==> src/rtl/prio_enc_pkg.sv <==
// Shared constants and helpers for the registered priority encoder.
package prio_enc_pkg;

  // Default number of request inputs.
  localparam int PRIO_N_DEFAULT = 4;

  // Output registers return to these values under reset.
  localparam int   Y_RST = 0;
  localparam logic Z_RST = 1'b0;

  // Index width needed to address n request bits.
  function automatic int prio_yw(input int n);
    return $clog2(n);
  endfunction

endpackage : prio_enc_pkg

==> src/rtl/prio_enc_core.sv <==
// Combinational N-to-YW priority encoder: highest asserted index wins.
module prio_enc_core
  import prio_enc_pkg::*;
#(
  parameter int N  = PRIO_N_DEFAULT,
  parameter int YW = prio_yw(N)
) (
  input  logic [N-1:0]  w,
  output logic [YW-1:0] y_nxt,
  output logic          z_nxt
);

  logic found;

  // Scan from the top index down; the first set bit found is the answer,
  // so lower bits are ignored once a higher one is set. No hit leaves y at 0.
  always_comb begin
    y_nxt = '0;
    z_nxt = |w;
    found = 1'b0;
    for (int i = N - 1; i >= 0; i--) begin
      if (!found && w[i]) begin
        y_nxt = YW'(i);
        found = 1'b1;
      end
    end
  end

endmodule : prio_enc_core

==> src/rtl/priority_encoder_4x2.sv <==
// Registered priority encoder with valid flag and update enable.
// Outputs come straight from flops; reset clears them asynchronously.
module priority_encoder_4x2
  import prio_enc_pkg::*;
#(
  parameter int N  = PRIO_N_DEFAULT,
  parameter int YW = prio_yw(N)
) (
  input  logic          clk,
  input  logic          rst_n,
  input  logic          en,
  input  logic [N-1:0]  w,
  output logic [YW-1:0] y,
  output logic          z
);

  // Reject configurations that cannot encode every request index.
  if (N < 2 || YW < $clog2(N)) begin : g_param_check
    $error("priority_encoder_4x2: need N >= 2 and YW >= $clog2(N)");
  end

  logic [YW-1:0] y_enc;
  logic          z_enc;
  logic [YW-1:0] y_d, y_q;
  logic          z_d, z_q;

  prio_enc_core #(
    .N  (N),
    .YW (YW)
  ) u_core (
    .w     (w),
    .y_nxt (y_enc),
    .z_nxt (z_enc)
  );

  // Load the freshly encoded value when enabled, otherwise hold.
  always_comb begin
    y_d = y_q;
    z_d = z_q;
    if (en) begin
      y_d = y_enc;
      z_d = z_enc;
    end
  end

  // Output register; reset takes effect immediately and wins over the clock.
  always_ff @(posedge clk or negedge rst_n) begin
    if (!rst_n) begin
      y_q <= YW'(Y_RST);
      z_q <= Z_RST;
    end else begin
      y_q <= y_d;
      z_q <= z_d;
    end
  end

  assign y = y_q;
  assign z = z_q;

endmodule : priority_encoder_4x2

==> config.mk <==
export PLATFORM = sky130hd
export DESIGN_NAME = priority_encoder_4x2
export DESIGN_NICKNAME = d
export VERILOG_FILES = /design/src/rtl/prio_enc_pkg.sv /design/src/rtl/prio_enc_core.sv /design/src/rtl/priority_encoder_4x2.sv
export SDC_FILE = /design/constraint.sdc
export NUM_CORES = 1
export LEC_CHECK = 0
export CAP_MARGIN = 10
export CORE_AREA = 2 2 39 41
export CTS_CLUSTER_DIAMETER = 100
export DETAILED_ROUTE_END_ITERATION = 12
export DIE_AREA = 0 0 41 43
export MAX_ROUTING_LAYER = met4
export SETUP_SLACK_MARGIN = 0.5
export SLEW_MARGIN = 10
export SYNTH_ARGS = -nofsm -noshare
export SYNTH_HDL_FRONTEND = slang
export SYNTH_HIERARCHICAL = 1
export SYNTH_SLANG_ARGS = --single-unit
==> constraint.sdc <==
create_clock -name clk -period 0.8 [get_ports clk]
set_input_delay 0.08 -clock clk [delete_from_list [all_inputs] [get_ports clk]]
set_output_delay 0.08 -clock clk [all_outputs]
set_load 0.005 [all_outputs]
# After elaboration in Yosys (flattened, before gate mapping)
# Cells that the tools add are included.
[word_totals]
input_bits = 7
ff_bits = 3
output_inout_bits = 3
elab_cells = 16
[classes]
reduce_logical = 7
muxes = 7
[op_table]
columns = ["op", "count"]
rows = [
  ["2-bit two-way mux", 4],
  ["4-bit OR reduction", 1],
  ["1-bit logical AND", 3],
  ["1-bit logical NOT", 3],
  ["1-bit two-way mux", 3],
]

# Longest topological paths before layout
[logic_depth]
depth_word = 10
ltp_mapped = 3
depth_no_buf = 3

# Hierarchy
# The synthesis kept the hierarchy.
[modules_own_cells]
columns = ["mod", "seq_area_each_um2", "cells_per_inst", "area_each_um2", "instances"]
rows = [
  ["priority_encoder_4x2", 75.1, 6, 108.9, 1],
  ["prio_enc_core", 0.0, 4, 23.8, 1],
]

# Worst setup path after synthesis
# No wires, ideal clock.
[synth_path]
kind = "input to register"
start = "in w[2]"
end = "reg z_q (netlist: z)"
path_buffers = 0
required_ns = 0.675
setup_slack_ns = -0.157
path_stages = 3
arrival_ns = 0.832
setup_ns = 0.125
cell_sequence = "or2_1 -> or3_1 -> mux2_2"
[synth_via]
elab_chain_len = 1
[synth_lines]
columns = ["item", "line", "text"]
rows = [
  ["start: declaration", "priority_encoder_4x2.sv:12", "input logic [N-1:0] w,"],
  ["4-bit OR reduction", "prio_enc_core.sv:19", "z_nxt = |w;"],
  ["net z_enc", "priority_encoder_4x2.sv:23", "logic z_enc;"],
  ["end signal: assignment", "priority_encoder_4x2.sv:53", "z_q <= z_d;"],
  ["end: declaration", "priority_encoder_4x2.sv:25", "logic z_d, z_q;"],
]
# The timed path passes the listed nets, and every way through them passes these cells.
# A chain may end at the register's enable or synchronous reset.

# Final worst setup path
[layout_path]
start = "in en"
end = "reg y_q[1] (netlist: y[1])"
[layout_rtl]
columns = ["item", "line", "text"]
rows = [
  ["start: declaration", "priority_encoder_4x2.sv:11", "input logic en,"],
  ["end signal: assignment", "priority_encoder_4x2.sv:49", "y_q <= YW'(Y_RST);"],
  ["end signal: assignment", "priority_encoder_4x2.sv:52", "y_q <= y_d;"],
  ["end: declaration", "priority_encoder_4x2.sv:24", "logic [YW-1:0] y_d, y_q;"],
]
# No word-level cell between the ends.

==> results.md <==
* Worst-path cell chain: clkdlybuf4s50_1, mux2_2
* DRC at 0
* Min Clock Period, post-route at 0.8620 ns
* Static Leak at 0.0001366 uW
* Core ar. at 0.001384 sq mm
* Fin crit share at 107.7%
* Port buffer count at 9
* Distinct cell type count of the synthesized netlist at 6
* Startpoint types: input pin
* Placer Congestion at 0.5328
* Slowest cell on the critical path: clkdlybuf4s50_1
* GRT Overall Usage at 6.584%
* Top FF cell, synth: dfrtp_1
* Cell family with most CP delay: buffers and inverters
* Total CTS buffers at 3
* First DRT Iteration DRCs at 3
* CP required at 0.91 ns
* ANT cells at 0
* Switching share of power at 21.70%
* Syn. warnings at 6
* CTS Sinks at 3
* Nets@finish at 36
* Area contributors post-synth: dfrtp_1, mux2_2, a21o_1, or2_1, or3_1
* Hold Vio Cnt, Final at 0
* Share of flip-flops with an asynchronous set or reset at 100.0%
* Final Non-Filler Cells at 44
* Global-route wire length before repair at 614 um
* Final setup violation count at 6
* RSZ-0062 raised after global routing: true
* Placed insts at 37
* Max Freq at 1160 MHz
* Initial Util at 9.584%
* Worst setup margin at -0.06195 ns
* Die extent in y at 43 um
* Root Buffer: clkbuf_4
* Die area at 0.001763 sq mm
* Number of synthesized flops with an enable pin at 0
* Critical path's largest stage delay at 0.55 ns
* Syn_area_per_cell at 13.26 sq um
* Mapped Cells at 10
* IO Pins at 10
* Antenna-violating nets left at 0
* Largest area contributor in the netlist: dfrtp_1
* DRT Wirelength at 393 um
* Htree depth at 1
* Vias in the first global route at 169
* Die Width at 41 um
* Synthesized cell area at 132.6 sq um
* Min-delay worst type: in -> async
* CTS tree: done
* Worst slew pin tran at 0.1696 ns
* Clock group share of total power at 50.5%
* Sequential cell fraction of total power at 31.9%
* Logic pwr share at 17.5%
* Total grt overflow at 0
* Initial antenna violation count at 0
* Vias per inst at 3.295
* Post-synthesis sequential area ratio at 56.60%
* Worst slew margin at 88.66%
* Synth top cells by count: dfrtp_1, mux2_2
* Net Sw Power at 116.5 uW
* Critical Path End Type: flop
* Crit path DAT at 0.98 ns
* TritonRoute pass-1 iters at 2
* WS Path Type: in -> reg
* Syn-to-layout area delta at 123.6%
* Worst IR Drop VDD at 0.3193 mV
* Max Cap Violations at 0
* Share of cells above drive strength 1 at 57.14%
* Slew Viols, Final at 0
* Routed wire per std cell at 8.932 um
* Hold-fix buffers at CTS at 0
* Outcome: finished with violations
* Clock skew at 0 ns
* Site Rows at 14
* Clock transition at path regs at 0.04 ns
* Tightest hold margin at 0.03208 ns
* Worst-case clock buffer depth at 2
* Vias at 145
* PwrDens at 1810 mW/mm^2
* Failing checks: setup timing
* Synth Register Bits at 3
* CP bufs+invs at 1
* Max FO, Critical Path at 3
* Largest net degree at the start of global routing at 4
* Internal at 420.3 uW
* Post-synth top area share at 56.60%
* Synthesized Nets at 17
* Worst-skew pair later-pin latency at 0.24 ns
repair_timing:
item / in CTS / in global routing
pin swaps: 2 / 1
endpoints found under the setup margin: 6 / 6
buffers inserted: 3 / 0
gates resized for setup: 24 / 2
kinds of logic (layout without fill, tap and decap cells):
group                  count (synthesis)  count (layout)  share of synthesized area (%)
AND/OR/NAND/NOR                        2               2                          9.440
buffers and inverters                  1              19                          2.827
AO/OA/AOI/OAI                          1               1                          5.662
multiplexers                           3               3                          25.47
flip-flops                             3               3                          56.60
placed cells by master, fill, tap and decap left out:
cell / Yosys / routed
dlygate4sd2_1: 0 / 2
clkbuf_4: 0 / 3
buf_4: 0 / 3
buf_6: 0 / 3
clkbuf_1: 0 / 1
mux2_2: 3 / 2
buf_2: 0 / 4
or2_1: 1 / 1
a21o_1: 1 / 1
mux2_4: 0 / 1
clkdlybuf4s50_1: 0 / 2
or3_1: 1 / 1
inv_1: 1 / 1
dfrtp_1: 3 / 3
sequential cells by signal, summed over array words and instances (netlist names):
| name | count |
|---|---|
| y | 2 |
| z | 1 |
final cells by class:
cell class	instances	area (sq um)
fill	159	1087
timing repair buffer	14	113.9
sequential	3	75.07
multi-input combinational	6	57.56
clock buffer	4	26.28
tap	16	20.02
inverter	1	3.754
power by group through the flow:
| stage | clock network (uW) | logic, uW | registers, uW |
|---|---|---|---|
| 6_report | 271 | 94.1 | 171 |
| 3_5_place_dp | 0 | 91.3 | 173 |
| 5_1_grt | 299 | 103 | 173 |
| 2_1_floorplan | 0 | 18.8 | 174 |
| 3_3_place_gp | 0 | 91.5 | 172 |
| 4_1_cts | 283 | 90.9 | 170 |
final timing paths:
path | from | to | slack, ns | depth (start not counted)
worst max-delay path | en | y[1] | -0.06 | 2
worst min-delay path | rst_n | y[0] | 0.03 | 1
worst max register to register | z | z | -0.06 | 2
worst min register to register | y[1] | y[1] | 0.59 | 2
max in group asynchronous | rst_n | y[1] | 0.61 | 1
min in group clk | w[3] | y[0] | 0.14 | 3
per-stage QoR:
stage	setup TNS, ns	utilization, %	area (sq um)	setup slack (ns)	power, uW
6_report	-0.2248	21.43	296.5	-0.06195	536.8
2_1_floorplan	-0.1569	-	132.6	-0.1569	192.4
3_5_place_dp	-1.732	18.63	257.7	-0.6342	264.4
5_1_grt	-0.3780	21.43	296.5	-0.09602	574.9
3_3_place_gp	-1.709	18.63	257.7	-0.6373	263.8
4_1_cts	-0.2317	20.89	289.0	-0.07312	544.3
routing by layer:
layer	wire length, um	global-route usage, %	up-vias
li1	-	-	70
met1	155	5.788	61
met2	140	6.563	12
met3	79	5.236	2
met4	18	10.00	0
met5	0	-	-
Note: power is estimated with default switching activity, not from simulation.
